===== src/rtl/vga_pkg.sv =====
// Shared 640x480@60 raster timing, coordinate width and the {hs, vs, active}
// sync bundle passed between the raster decode and the alignment delay line.
package vga_pkg;

  localparam int H_ACTIVE = 640;
  localparam int H_FP     = 16;
  localparam int H_SYNC   = 96;
  localparam int H_BP     = 48;
  localparam int H_TOTAL  = H_ACTIVE + H_FP + H_SYNC + H_BP;

  localparam int V_ACTIVE = 480;
  localparam int V_FP     = 10;
  localparam int V_SYNC   = 2;
  localparam int V_BP     = 33;
  localparam int V_TOTAL  = V_ACTIVE + V_FP + V_SYNC + V_BP;

  localparam int   COORD_W      = 13;
  localparam logic SYNC_ACT_DEF = 1'b0;

  typedef struct packed {
    logic hs;
    logic vs;
    logic active;
  } sync_t;

  // Bundle value for "no sync pulse, blanked" at the given sync polarity.
  function automatic sync_t sync_idle(logic sync_act);
    sync_t s;
    s.hs     = ~sync_act;
    s.vs     = ~sync_act;
    s.active = 1'b0;
    return s;
  endfunction

endpackage


===== src/rtl/vga_sync_delay.sv =====
// PIPE_LAT-deep shift register for the sync bundle, advancing only on pix_en,
// so sync/blank line up with the processor's returned pixel.
module vga_sync_delay
  import vga_pkg::*;
#(
  parameter int   PIPE_LAT = 1,
  parameter logic SYNC_ACT = SYNC_ACT_DEF
) (
  input  logic       clk,
  input  logic       reset,
  input  logic       pix_en,
  input  logic [2:0] sync_in,
  output logic [2:0] sync_out
);

  localparam logic [2:0] IDLE = sync_idle(SYNC_ACT);

  generate
    if (PIPE_LAT == 0) begin : g_wire
      assign sync_out = sync_in;
    end else begin : g_pipe
      logic [2:0] pipe_q [PIPE_LAT];
      logic [2:0] pipe_d [PIPE_LAT];

      always_comb begin
        for (int i = 0; i < PIPE_LAT; i++) pipe_d[i] = pipe_q[i];
        if (pix_en) begin
          pipe_d[0] = sync_in;
          for (int i = 1; i < PIPE_LAT; i++) pipe_d[i] = pipe_q[i-1];
        end
      end

      always_ff @(posedge clk) begin
        if (reset) begin
          for (int i = 0; i < PIPE_LAT; i++) pipe_q[i] <= IDLE;
        end else begin
          for (int i = 0; i < PIPE_LAT; i++) pipe_q[i] <= pipe_d[i];
        end
      end

      assign sync_out = pipe_q[PIPE_LAT-1];
    end
  endgenerate

endmodule


===== src/rtl/vga_timing_gen.sv =====
// Raster counters with registered sync/blank decode, plus re-alignment of the
// pixel processor's returned RGB with delayed sync/blank for the VGA DAC.
module vga_timing_gen
  import vga_pkg::*;
#(
  parameter int   PIPE_LAT = 1,
  parameter logic SYNC_ACT = SYNC_ACT_DEF,
  parameter int   H_ACT    = H_ACTIVE,
  parameter int   H_FRONT  = H_FP,
  parameter int   H_SYNC_W = H_SYNC,
  parameter int   H_BACK   = H_BP,
  parameter int   V_ACT    = V_ACTIVE,
  parameter int   V_FRONT  = V_FP,
  parameter int   V_SYNC_W = V_SYNC,
  parameter int   V_BACK   = V_BP
) (
  input  logic               clk,
  input  logic               reset,
  input  logic               pix_en,
  input  logic [7:0]         i_R,
  input  logic [7:0]         i_G,
  input  logic [7:0]         i_B,
  output logic [COORD_W-1:0] o_row,
  output logic [COORD_W-1:0] o_col,
  output logic               o_VS_raw,
  output logic               o_frame_start,
  output logic               o_VGA_HS,
  output logic               o_VGA_VS,
  output logic               o_VGA_BLANK_N,
  output logic [7:0]         o_VGA_R,
  output logic [7:0]         o_VGA_G,
  output logic [7:0]         o_VGA_B
);

  localparam int HT = H_ACT + H_FRONT + H_SYNC_W + H_BACK;
  localparam int VT = V_ACT + V_FRONT + V_SYNC_W + V_BACK;

  localparam logic [COORD_W-1:0] H_LAST  = COORD_W'(HT - 1);
  localparam logic [COORD_W-1:0] V_LAST  = COORD_W'(VT - 1);
  localparam logic [COORD_W-1:0] H_ACT_C = COORD_W'(H_ACT);
  localparam logic [COORD_W-1:0] V_ACT_C = COORD_W'(V_ACT);
  localparam logic [COORD_W-1:0] HS_BEG  = COORD_W'(H_ACT + H_FRONT);
  localparam logic [COORD_W-1:0] HS_END  = COORD_W'(H_ACT + H_FRONT + H_SYNC_W);
  localparam logic [COORD_W-1:0] VS_BEG  = COORD_W'(V_ACT + V_FRONT);
  localparam logic [COORD_W-1:0] VS_END  = COORD_W'(V_ACT + V_FRONT + V_SYNC_W);

  function automatic sync_t decode(logic [COORD_W-1:0] col, logic [COORD_W-1:0] row);
    sync_t s;
    s.hs     = ((col >= HS_BEG) && (col < HS_END)) ? SYNC_ACT : ~SYNC_ACT;
    s.vs     = ((row >= VS_BEG) && (row < VS_END)) ? SYNC_ACT : ~SYNC_ACT;
    s.active = (col < H_ACT_C) && (row < V_ACT_C);
    return s;
  endfunction

  logic [COORD_W-1:0] col_q, col_d, row_q, row_d;
  sync_t              sync_q, sync_d, dly;
  logic [2:0]         dly_bits;
  logic               hs_q, hs_d, vs_q, vs_d, blank_n_q, blank_n_d;
  logic [23:0]        rgb_q, rgb_d;

  always_comb begin
    col_d = col_q;
    row_d = row_q;
    if (pix_en) begin
      if (col_q == H_LAST) begin
        col_d = '0;
        row_d = (row_q == V_LAST) ? '0 : row_q + 1'b1;
      end else begin
        col_d = col_q + 1'b1;
      end
    end
  end

  // Decoding the next-state counters keeps the flags aligned with o_row/o_col.
  assign sync_d = decode(col_d, row_d);

  always_ff @(posedge clk) begin
    if (reset) begin
      col_q  <= '0;
      row_q  <= '0;
      sync_q <= decode('0, '0);
    end else begin
      col_q  <= col_d;
      row_q  <= row_d;
      sync_q <= sync_d;
    end
  end

  vga_sync_delay #(
    .PIPE_LAT (PIPE_LAT),
    .SYNC_ACT (SYNC_ACT)
  ) u_sync_delay (
    .clk      (clk),
    .reset    (reset),
    .pix_en   (pix_en),
    .sync_in  (sync_q),
    .sync_out (dly_bits)
  );

  assign dly = sync_t'(dly_bits);

  always_comb begin
    hs_d      = hs_q;
    vs_d      = vs_q;
    blank_n_d = blank_n_q;
    rgb_d     = rgb_q;
    if (pix_en) begin
      hs_d      = dly.hs;
      vs_d      = dly.vs;
      blank_n_d = dly.active;
      rgb_d     = dly.active ? {i_R, i_G, i_B} : 24'h0;
    end
  end

  always_ff @(posedge clk) begin
    if (reset) begin
      hs_q      <= ~SYNC_ACT;
      vs_q      <= ~SYNC_ACT;
      blank_n_q <= 1'b0;
      rgb_q     <= '0;
    end else begin
      hs_q      <= hs_d;
      vs_q      <= vs_d;
      blank_n_q <= blank_n_d;
      rgb_q     <= rgb_d;
    end
  end

  assign o_row         = row_q;
  assign o_col         = col_q;
  assign o_VS_raw      = sync_q.vs;
  assign o_frame_start = pix_en & ~reset & (row_q == '0) & (col_q == '0);
  assign o_VGA_HS      = hs_q;
  assign o_VGA_VS      = vs_q;
  assign o_VGA_BLANK_N = blank_n_q;
  assign o_VGA_R       = rgb_q[23:16];
  assign o_VGA_G       = rgb_q[15:8];
  assign o_VGA_B       = rgb_q[7:0];

endmodule


===== config.mk =====
export PLATFORM = sky130hd
export DESIGN_NAME = vga_timing_gen
export DESIGN_NICKNAME = d
export VERILOG_FILES = /design/src/rtl/vga_pkg.sv /design/src/rtl/vga_sync_delay.sv /design/src/rtl/vga_timing_gen.sv
export SDC_FILE = /design/constraint.sdc
export NUM_CORES = 1
export LEC_CHECK = 0
export ABC_AREA = 1
export CAP_MARGIN = 30
export CELL_PAD_IN_SITES_DETAIL_PLACEMENT = 0
export CELL_PAD_IN_SITES_GLOBAL_PLACEMENT = 1
export CORE_ASPECT_RATIO = 0.75
export CORE_UTILIZATION = 35
export DETAILED_ROUTE_END_ITERATION = 16
export PLACE_DENSITY_LB_ADDON = 0.05
export SETUP_SLACK_MARGIN = 0.15
export SYNTH_ARGS = -nofsm -noshare
export SYNTH_HDL_FRONTEND = slang
export SYNTH_SLANG_ARGS = --single-unit

===== constraint.sdc =====
create_clock -name clk -period 2.44 [get_ports clk]
set_input_delay 0.488 -clock clk [delete_from_list [all_inputs] [get_ports clk]]
set_output_delay 0.488 -clock clk [all_outputs]
set_load 0.005 [all_outputs]

### Yosys cells after proc, flatten, opt, wreduce, memory -nomap -nowiden

Memory sizes are Yosys's and may differ from the RTL's.
Cells that the tools add are included.

| cells by class | value |
|---|---|
| reduce and logical (&&, ||, !) cells | 6 |
| bitwise operators | 4 |
| muxes and demuxes | 14 |
| eq/ne operators | 2 |
| $lt $le $gt $ge | 6 |
| $add $sub $neg | 2 |

Operators with widths:

| kind | count |
|---|---|
| 2-to-1 mux 13 bit | 5 |
| adder 13 x 1 -> 13 bit, second input constant | 2 |
| == test 13 x 10 -> 1 bit, second input constant | 2 |
| zero test 13 bit | 2 |
| < comparator 13 x 10 -> 1 bit, second input constant | 2 |
| < comparator 13 x 9 -> 1 bit, second input constant | 2 |
| 2-to-1 mux 24 bit | 1 |
| >= comparator 13 x 10 -> 1 bit, second input constant | 1 |
| >= comparator 13 x 9 -> 1 bit, second input constant | 1 |
| 2-to-1 mux 1 bit | 6 |
| 2-to-1 mux 3 bit | 2 |
| bitwise AND 1 bit | 3 |
| logical AND 1 bit | 3 |
| OR reduction 3 bit | 1 |
| inverter 1 bit | 1 |

| storage, ports and cells | value |
|---|---|
| memories kept | 1 |
| register bits after elaboration | 56 |
| input bits | 27 |
| output and inout port bits | 55 |
| RAM bits | 3 |

Memory list:

| memory | depth | bits a word | rd ports | clocked after memory_dff | write ports | RTL line | RTL |
|---|---|---|---|---|---|---|---|
| u_sync_delay.g_pipe.pipe_q | 1 | 3 | 1 | 0 | 1 | vga_sync_delay.sv:22 | `logic [2:0] pipe_q [PIPE_LAT];` |

### Logic depth before layout (Yosys ltp)

| logic depth | value |
|---|---|
| depth after elaboration | 7 |
| depth in mapped cells | 14 |
| mapped depth without buffers | 13 |

### Modules after synthesis

Synthesis repeated with hierarchy kept, for this count alone.

| second synthesis, totals | value |
|---|---|
| cells, all modules | 415 |
| area, all modules | 2852.7 sq um |

By module, submodules not included:

| module | area each (sq um) | instances | sequential area each (sq um) | cells an instance |
|---|---|---|---|---|
| vga_timing_gen | 2741.4 | 1 | 1121.1 | 399 |
| vga_sync_delay | 111.4 | 1 | 60.1 | 16 |

### Least setup slack after synthesis

OpenSTA, ideal clock, no wires.

| timing | value |
|---|---|
| path kind | input -> output |
| start point | in reset |
| end point | out o_frame_start |
| slack | 518 ps |
| cell stages on the path | 7 |
| arrival | 1434 ps |
| data required time | 1952 ps |
| buffers on the path | 2 |
| cell sequence | clkbuf_1 inv_1 clkbuf_1 nand4_1 nor2_1 nand2_1 nor4_1 |

| on the way | value |
|---|---|
| cells in the longest elaborated chain, start to end | 4 |

Ends and longest elaborated chain:

| element | RTL line | RTL |
|---|---|---|
| start: declaration | vga_timing_gen.sv:18 | `input logic reset,` |
| inverter 1 bit | vga_timing_gen.sv:132 | `assign o_frame_start = pix_en & ~reset & (row_q == '0) & (col_q == '0);` |
| bitwise AND 1 bit (3 in a row) | vga_timing_gen.sv:132 |  |
| end: declaration | vga_timing_gen.sv:26 | `output logic o_frame_start,` |

No other way between the ends.

### Worst setup path after layout

Ends and elaborated chain as after synthesis.

==> results.json <==
{
  "status": "finished clean",
  "fin_total_pwr_w": 0.002070,
  "grt_max_degree": 43,
  "cts_root_buf": "clkbuf_8",
  "fin_skew_ns": 0.005973,
  "grt_pass1_wl_mm": 13.42,
  "ys_seq_area_frac": 0.4135,
  "netlist.area_leader.share": 0.4135,
  "crit_type": "in -> out",
  "ys_ff_latch": 59,
  "max-cap-violations": 0,
  "fp.dieW_um": 106.3,
  "synth_cells": 428,
  "drtIter0Drc": 132,
  "vdd_drop_max_mv": 0.2980,
  "worst-slew-pin-transition_ns": 0.5428,
  "first_pass_iters": 4,
  "synth.avg_cell_area_um2": 6.674,
  "rrSetupSlack_ns": 0.40,
  "leakagePower_nw": 1.544,
  "fin_setup_tns_ns": 0,
  "grt_use_met1": 0.2795,
  "core-area_um2": 7883,
  "clk_pin_slew_ns": 0.06,
  "wl_mm": 8.414,
  "fin_crit_ns": 2.171,
  "power-per-cell-area_nw_per_um2": 519.2,
  "cp-end-kind": "primary output",
  "syn-num-nets": 459,
  "nets": 541,
  "drc": 0,
  "crit_path_max_fanout": 2,
  "clkLatencyLatePin_ns": 0.34,
  "hold_class": "reg -> reg",
  "ant_nets": 0,
  "cts_hold_buf": 0,
  "finalMaxSlewViolations": 0,
  "finalSetupViolCount": 0,
  "htreeDepth": 3,
  "cts_tree": "done",
  "via_per_inst": 4.842,
  "rows": 28,
  "top_usage_layer": "met2",
  "syn_area_um2": 2856,
  "post_cts_resized": 2,
  "cts_setup_buffers": 0,
  "grt-ovfl-total": 0,
  "ys_warn_count": 0,
  "clock_path_buffers": 2,
  "numClockSinks": 59,
  "critPathRequiredTime_ns": 1.95,
  "yosys-top-cells-area": "dfxtp_1, nand2_1, nand3_1",
  "place.gp.congestion": 0.8486,
  "wl_per_cell_um": 13.57,
  "fp.dieArea_um2": 8530,
  "syn_to_final_growth_pct": 39.55,
  "antenna_found_initial": 0,
  "rsz0062_at_grt": "true",
  "portBuffers": 81,
  "met3_usage": 0.05682,
  "ios": 82,
  "fmax_mhz": 460.7,
  "grt_usage": 0.2040,
  "via_count": 3002,
  "place_hpwl_mm": 6.060,
  "die_h_um": 80.24,
  "met2_usage": 0.3084,
  "synth_area_leader_cell": "dfxtp_1",
  "synth_cell_types": 24,
  "start_kind": "input pin",
  "period_share": 0.8896,
  "drive_above_1_share": 0.08155,
  "arrival_ns": 1.68,
  "hold_viol": 0,
  "initial_core_util": 0.3624,
  "antennaDiodeCount": 0,
  "cts_buffers": 9,
  "relSlewSlack": 0.6354,
  "grt_pass1_vias": 2720
}
-- power by group --
part | internal, W | switching (W)
logic | 0.0000941 | 0.0000881
clock network | 0.000494 | 0.000398
registers | 0.000984 | 0.0000118
-- placed cells by master, fill, tap and decap left out --
master / count
a211oi_1: 2
a21oi_1: 32
a31oi_1: 1
buf_2: 1
buf_4: 10
bufinv_16: 1
clkbuf_1: 1
clkbuf_8: 10
clkdlybuf4s50_1: 79
clkinv_2: 3
clkinvlp_4: 1
dfxtp_1: 59
dlygate4sd2_1: 1
ha_1: 4
inv_1: 42
inv_2: 2
nand2_1: 114
nand2_2: 2
nand3_1: 54
nand3_2: 2
nand4_1: 15
nor2_1: 48
nor2_2: 7
nor2_4: 2
nor3_1: 10
nor4_2: 1
o21ai_0: 6
o21ai_1: 1
xor2_1: 4
-- through the flow --
| step | cells | util | instance area (um2) | hold slack [ns] | worst slack [ns] |
|---|---|---|---|---|---|
| floorplan | 428 | - | 2856 | 0.4150 | 0.5180 |
| global placement | 604 | 0.4798 | 3782 | 0.4218 | -0.09409 |
| detailed placement | 604 | 0.4798 | 3782 | 0.4399 | -0.1116 |
| CTS | 620 | 0.5051 | 3981 | 0.4553 | 0.2421 |
| global route | 620 | 0.5057 | 3986 | 0.4789 | 0.1330 |
| finish | 620 | 0.5057 | 3986 | 0.4458 | 0.2693 |
-- per-layer routing --
| metal | part of all wire | vias to the layer above |
|---|---|---|
| li1 | - | 1546 |
| met1 | 0.50 | 1373 |
| met2 | 0.43 | 72 |
| met3 | 0.054 | 11 |
| met4 | 0.013 | 0 |
| met5 | 0 | - |
-- worst max-delay path, cell delays in order --
cell             delay [ns]
clkdlybuf4s50_1        0.42
inv_1                  0.08
nand4_1                0.10
nor2_1                 0.12
nand2_1                0.07
nor4_2                 0.14
dlygate4sd2_1          0.26
-- registers in the layout (all words and copies together), names as in the netlist --
name,count
o_VS_raw,1
o_VGA_BLANK_N,1
rgb_q,24
o_row,13
sync_q,2
o_VGA_HS,1
o_VGA_VS,1
u_sync_delay.g_pipe.pipe_q,3
o_col,13
-- layout make-up --
| class | instances | area, um2 |
|---|---|---|
| clock buffer | 11 | 141.4 |
| clock inverter | 5 | 52.55 |
| fill | 829 | 3896 |
| inverter | 44 | 165.2 |
| multi-input combinational | 305 | 1435 |
| sequential | 59 | 1181 |
| tap | 105 | 131.4 |
| timing repair buffer | 91 | 879.6 |
-- final timing paths --
kind,start,to,depth (start not counted)
min reg2reg,sync_q[2],u_sync_delay.g_pipe.pipe_q[0][2],2
max,reset,o_frame_start,7
min,sync_q[2],u_sync_delay.g_pipe.pipe_q[0][2],2
max reg2reg,o_col[1],o_VS_raw,11
-- Yosys cell counts, drive strengths merged --
cell	number
nor2	57
nand2	116
ha	4
buf	9
o21ai	7
a31oi	1
dfxtp	59
xor2	4
inv	44
nor4	1
clkbuf	11
a21oi	32
nand3	56
nand4	15
nor3	10
a211oi	2
-- cell families after synthesis --
family,after synthesis,synth area share
DFF,59,0.4135
buffers and inverters,64,0.08804
adders and majority gates,4,0.01752
xor gates and xnor gates,4,0.01226
AOI/OAI and AO/OA,42,0.07577
and+or+nand+nor,255,0.3929
(Power assumes the default switching activity.)
==> RTL edit 1: new RTL, same flow settings <==
`PIPE_LAT` is set to 1 in 2 places; all go to 2.
--- a/src/rtl/vga_sync_delay.sv
+++ b/src/rtl/vga_sync_delay.sv
@@ -5,3 +5,3 @@
 #(
-  parameter int   PIPE_LAT = 1,
+  parameter int   PIPE_LAT = 2,
   parameter logic SYNC_ACT = SYNC_ACT_DEF
--- a/src/rtl/vga_timing_gen.sv
+++ b/src/rtl/vga_timing_gen.sv
@@ -5,3 +5,3 @@
 #(
-  parameter int   PIPE_LAT = 1,
+  parameter int   PIPE_LAT = 2,
   parameter logic SYNC_ACT = SYNC_ACT_DEF,
Check against the original RTL: not equivalent (Yosys sat finds a counterexample within 4 cycles, from zero or initial values and one cycle with reset high).
==> RTL edit 1 against the unedited design <==
  * Power increased by 18%
  * Global-route usage down 0.19 points
  * Sequential cell count grew 3
  * Wire length grew 1.5%
  * Worst setup slack improved by 0.074 ns
  * Synthesized cell count is 2.6% higher
  * Final cell count increased by 2.4%
  * Sequential share of layout area shrank 0.55 points
  * First-iteration DRC count is 6.1% higher
  * Non-clock buffer count grew 2
  * Synthesized area grew 6.2%
  * Final area up 7.3%
  * Critical path type is now flop to output pin
  * Largest power group is now clock
==> RTL edit 1: results (changes against the unedited design) <==
stage,metric,value,unit,change
outcome,outcome,finished clean,,
power_and_ir_drop,VDD IR max,0.0003229,V,+8.4%
global_route,All-Layer GR Usage,0.2021,,-0.001949
global_route,largest net degree at the start of global routing,41,,-4.7%
clocking,worst skew pair latency,0.32,ns,-0.02 ns
placed_design,Routability Congestion,0.7887,,-7.1%
clocking,Root Driver,clkbuf_16,,
synth,register area share after synthesis,0.4092,,-0.004250
setup_path,cells on worst reg2reg path,10,,-1
route,Detailed Route WL,8539,um,+1.5%
global_route,number of global-route vias before repair,2719,,-0.037%
synth,"top cells by count, synth","118 x nand2_1, 62 x dfxtp_1, 61 x nand3_1",,
power_and_ir_drop,P_leak,1.706,nW,+11%
setup_path,"slowest stage delay, CP",0.32,ns,-0.10 ns
timing,relative slew slack,0.3608,,-0.2745
setup_path,Crit-path slowest cell,dfxtp_2,,
synth,post-synth cell types,32,,+33%
synth,largest cells by area after synthesis,"dfxtp_1 41%, nand2_1 15%, nand3_1 10%",,
finish,Final #Nets,553,,+2.2%
placed_design,Setup Slack @ Placement,-0.08202,ns,+0.02960 ns
synth,post-synthesis net count,470,,+2.4%
setup_path,"CP delay by family, top",simple AND/OR/NAND/NOR gates,,
global_route,first-pass GRT wire length,13700,um,+2.1%
route,DR vias/cell,4.819,,-0.48%
finish,share of cells above drive strength 1,0.1006,,+0.01902
==> RTL edit 1: cell count changes after synthesis, moves of 3 or more <==
cell / unedited run / this run
a21oi_1: 32 / 29
buf_1: 5 / 2
clkbuf_1: 11 / 14
dfxtp_1: 59 / 62
inv_1: 42 / 39
nand2_1: 114 / 118
nand3_1: 54 / 61
==> RTL edit 1: metrics by stage <==
stage          hold WS [ns]  cell area, sq um  instances
4_1_cts              0.4561              4277        635
6_report             0.4479              4277        635
3_3_place_gp         0.4388              3953        617
5_1_grt              0.4820              4277        635
3_5_place_dp         0.4444              3953        617
2_1_floorplan        0.4192              3033        439
==> RTL edit 1: area by class of cell <==
cell class	count	share of cell area
multi-input combinational	317	0.3689
clock buffer	11	0.05442
clock inverter	5	0.01170
tap	108	0.03160
inverter	39	0.03423
timing repair buffer	93	0.2083
sequential	62	0.2908
==> RTL edit 1: path summary, 6_finish.rpt <==
| path | start | endpoint | slack (ns) |
|---|---|---|---|
| max reg2reg | o_col[1] | o_VS_raw | 0.43 |
| min reg2reg | sync_q[2] | u_sync_delay.g_pipe.pipe_q[0][2] | 0.45 |
| max | o_row[1] | o_frame_start | 0.34 |
| min | sync_q[2] | u_sync_delay.g_pipe.pipe_q[0][2] | 0.45 |
==> RTL edit 1: per-layer routing <==
| metal | routed length (um) | up-vias | part of all wire | global-route usage |
|---|---|---|---|---|
| met2 | 3522 | 71 | 0.41 | 0.2805 |
| met4 | 128 | 0 | 0.015 | 0.05867 |
| met1 | 4500 | 1387 | 0.53 | 0.2848 |
| li1 | - | 1589 | - | - |
| met5 | 0 | - | 0 | 0 |
| met3 | 387 | 13 | 0.045 | 0.07849 |
==> RTL edit 1: logic make-up (layout without fill, tap and decap cells) <==
group,Yosys count,count (layout),synth area share
AND/OR/NAND/NOR,271,271,0.4167
adder cells (fa/ha/maj),4,4,0.01650
flip-flops,62,62,0.4092
XOR/XNOR,4,4,0.01155
buffers and inverters,60,148,0.08004
AO/OA/AOI/OAI,38,38,0.06600
==> RTL edit 1: worst register-to-register path, stage by stage, from the launching register on <==
cell and delay (ns):
dfxtp_1 0.41, ha_1 0.26, nand2_4 0.10, nor2_8 0.15, nand3_4 0.20, nor2_2 0.15
nand3_1 0.11, xor2_1 0.23, nand3_2 0.12, nor2_1 0.12, nand2_1 0.06
==> RTL edit 1: where the power goes <==
group          total (mW)  switching [mW]  leakage (nW)  internal (mW)
logic               0.162          0.0769          1.06         0.0852
registers            1.05          0.0203         0.504           1.03
clock network        1.24           0.452         0.143          0.783
==> RTL edit 1: repair_timing <==
action / 4_1_cts / 5_1_grt
buffers inserted: 2 / 0
pin swaps: 3 / 2
endpoints found under the setup margin: 1 / 1
resized for setup: 12 / 0
==> RTL edit 2: new RTL, same settings <==
Without the edit above. Put a register stage on the outputs `o_VS_raw`, `o_frame_start`, `o_VGA_R`, `o_VGA_G` and `o_VGA_B`, without a reset. The values now appear one clock later. The other outputs are not delayed to match.
--- a/src/rtl/vga_timing_gen.sv
+++ b/src/rtl/vga_timing_gen.sv
@@ -130,4 +130,2 @@
   assign o_col         = col_q;
-  assign o_VS_raw      = sync_q.vs;
-  assign o_frame_start = pix_en & ~reset & (row_q == '0) & (col_q == '0);
   assign o_VGA_HS      = hs_q;
@@ -135,5 +133,9 @@
   assign o_VGA_BLANK_N = blank_n_q;
-  assign o_VGA_R       = rgb_q[23:16];
-  assign o_VGA_G       = rgb_q[15:8];
-  assign o_VGA_B       = rgb_q[7:0];
+  always_ff @(posedge clk) begin
+    o_VS_raw      <= sync_q.vs;
+    o_frame_start <= pix_en & ~reset & (row_q == '0) & (col_q == '0);
+    o_VGA_R       <= rgb_q[23:16];
+    o_VGA_G       <= rgb_q[15:8];
+    o_VGA_B       <= rgb_q[7:0];
+  end
 
Check against the original RTL: not equivalent (Yosys sat finds a counterexample within 4 cycles, from zero or initial values and one cycle with reset high).
==> RTL edit 2 against the unedited design <==
  * Worst setup slack better by 0.13 ns
  * Largest power group is now clock
  * Synthesized area up 22%
  * Sequential power up 46%
  * Critical path type is now flop to flop
  * Power up 56%
  * Sequential cell count up 26
  * Final area up 20%
  * Wire length up 10%
  * Highest routed layer unchanged
  * Synthesized cell count up 8.9%
  * Clock skew about the same
  * Critical path depth up 3
  * First-iteration DRC count up 20%
  * Final cell count up 9.8%
  * Combinational power down 8%
==> RTL edit 2: results (changes against the unedited design) <==
stage,metric,value,unit,change
power_and_ir_drop,P_leak,1.907,nW,+24%
route,drt first-iter violations,158,,+20%
route,DR vias/cell,4.756,,-1.8%
clocking,worst skew pair latency,0.34,ns,about the same
placed_design,post-DP HPWL,6484,um,+7.0%
setup_path,Crit-path slowest cell,dfxtp_1,,
placed_design,Routability Congestion,0.8526,,+0.47%
synth,Synth Area in Adders,0.01434,,-0.003184
synth,Compound-Gate Fraction of Synth Area,0.06559,,-0.01019
setup_path,"CP delay by family, top",simple AND/OR/NAND/NOR gates,,
synth,register area share after synthesis,0.4875,,+0.07396
synth,largest cells by area after synthesis,"dfxtp_1 49%, nand2_1 13%, nand3_1 8.5%",,
placed_design,placed inst area,4409,sq um,+17%
synth,"top cells by count, synth","117 x nand2_1, 85 x dfxtp_1, 59 x nand3_1",,
synth,post-synth cell types,32,,+33%
timing,Clock Skew,0.006375,ns,+0.0004023 ns
route,DR WL/cell,13.61,um,+0.32%
setup_path,Crit Path Max Fanout,10,,+8
global_route,largest net degree at the start of global routing,51,,+19%
clocking,Root Driver,clkbuf_16,,
global_route,first-pass GRT wire length,14970,um,+12%
setup_path,Worst EP arrival,2.27,ns,+0.59 ns
finish,share of cells above drive strength 1,0.07832,,-0.003229
synth,Post-Synth XOR/XNOR Area,0.002509,,-0.009756
power_and_ir_drop,VDD IR max,0.0004427,V,+49%
outcome,outcome,finished clean,,
synth,post-synthesis net count,497,,+8.3%
finish,Final #Nets,575,,+6.3%
global_route,All-Layer GR Usage,0.1858,,-0.01823
clocking,post-CTS sizing,0,,-2
global_route,number of global-route vias before repair,3041,,+12%
RTL edit 2: cell types whose count changed after synthesis, moves of 3 or more:
cell / delta
nand2_1: +3
buf_1: -5
inv_1: -5
dfxtp_1: +26
xor2_1: -3
clkbuf_1: +4
nand3_1: +5
RTL edit 2: final cells by class:
cell class	count	area [sq um]
Clock buffer	10	239.0
Tap cell	132	165.2
Fill cell	952	4891
Multi-Input combinational cell	322	1553
Clock inverter	6	118.9
Sequential cell	85	1702
Timing Repair Buffer	86	838.3
Inverter	40	151.4
RTL edit 2: power breakdown:
group / internal [mW] / switching (mW) / total [mW] / leakage, nW
combinational: 0.0896 / 0.0784 / 0.168 / 1.04
clock: 1.04 / 0.575 / 1.61 / 0.175
sequential: 1.42 / 0.0253 / 1.45 / 0.690
RTL edit 2: worst register-to-register path, stage by stage (launching register included):
cell     delay, ns
dfxtp_1       0.43
ha_1          0.28
nand2_4       0.09
nor2_8        0.22
nand3_4       0.21
nor2_4        0.16
nand2_1       0.07
xor2_1        0.18
nand2_1       0.08
nor2_2        0.13
nand3_1       0.08
RTL edit 2: worst paths after layout:
check	startpoint	endpoint	slack, ns	depth (start not counted)
worst max-delay path	o_col[0]	sync_q[1]	0.40	10
worst min-delay path	rgb_q[0]	o_VGA_B[0]	0.35	0
worst max register to register	o_col[0]	sync_q[1]	0.40	10
worst min register to register	rgb_q[0]	o_VGA_B[0]	0.35	0
RTL edit 2: cells by family (layout without fill, tap and decap cells):
logic type | after synthesis | in the layout
buffers and inverters | 59 | 142
adders and majority gates | 4 | 4
and+or+nand+nor | 273 | 273
AOI/OAI and AO/OA | 44 | 44
DFF | 85 | 85
xor gates and xnor gates | 1 | 1
RTL edit 2: metrics by stage:
step	cells	worst slack [ns]	total power [mW]	util
after floorplan	466	0.6947	1.545	-
after global placement	665	0.4815	1.649	0.4565
after detailed placement	665	0.4333	1.649	0.4565
after CTS	681	0.4100	3.266	0.4936
after global routing	681	0.2394	3.344	0.4936
final	681	0.4002	3.229	0.4936
RTL edit 2: layer usage:
metal,track usage,part of all wire,wire (um),vias to the layer above
met2,0.2862,0.42,3917,90
met4,0.06966,0.013,117,0
met5,0,0,0,-
li1,-,-,-,1672
met3,0.04768,0.060,552,10
met1,0.2522,0.51,4684,1467
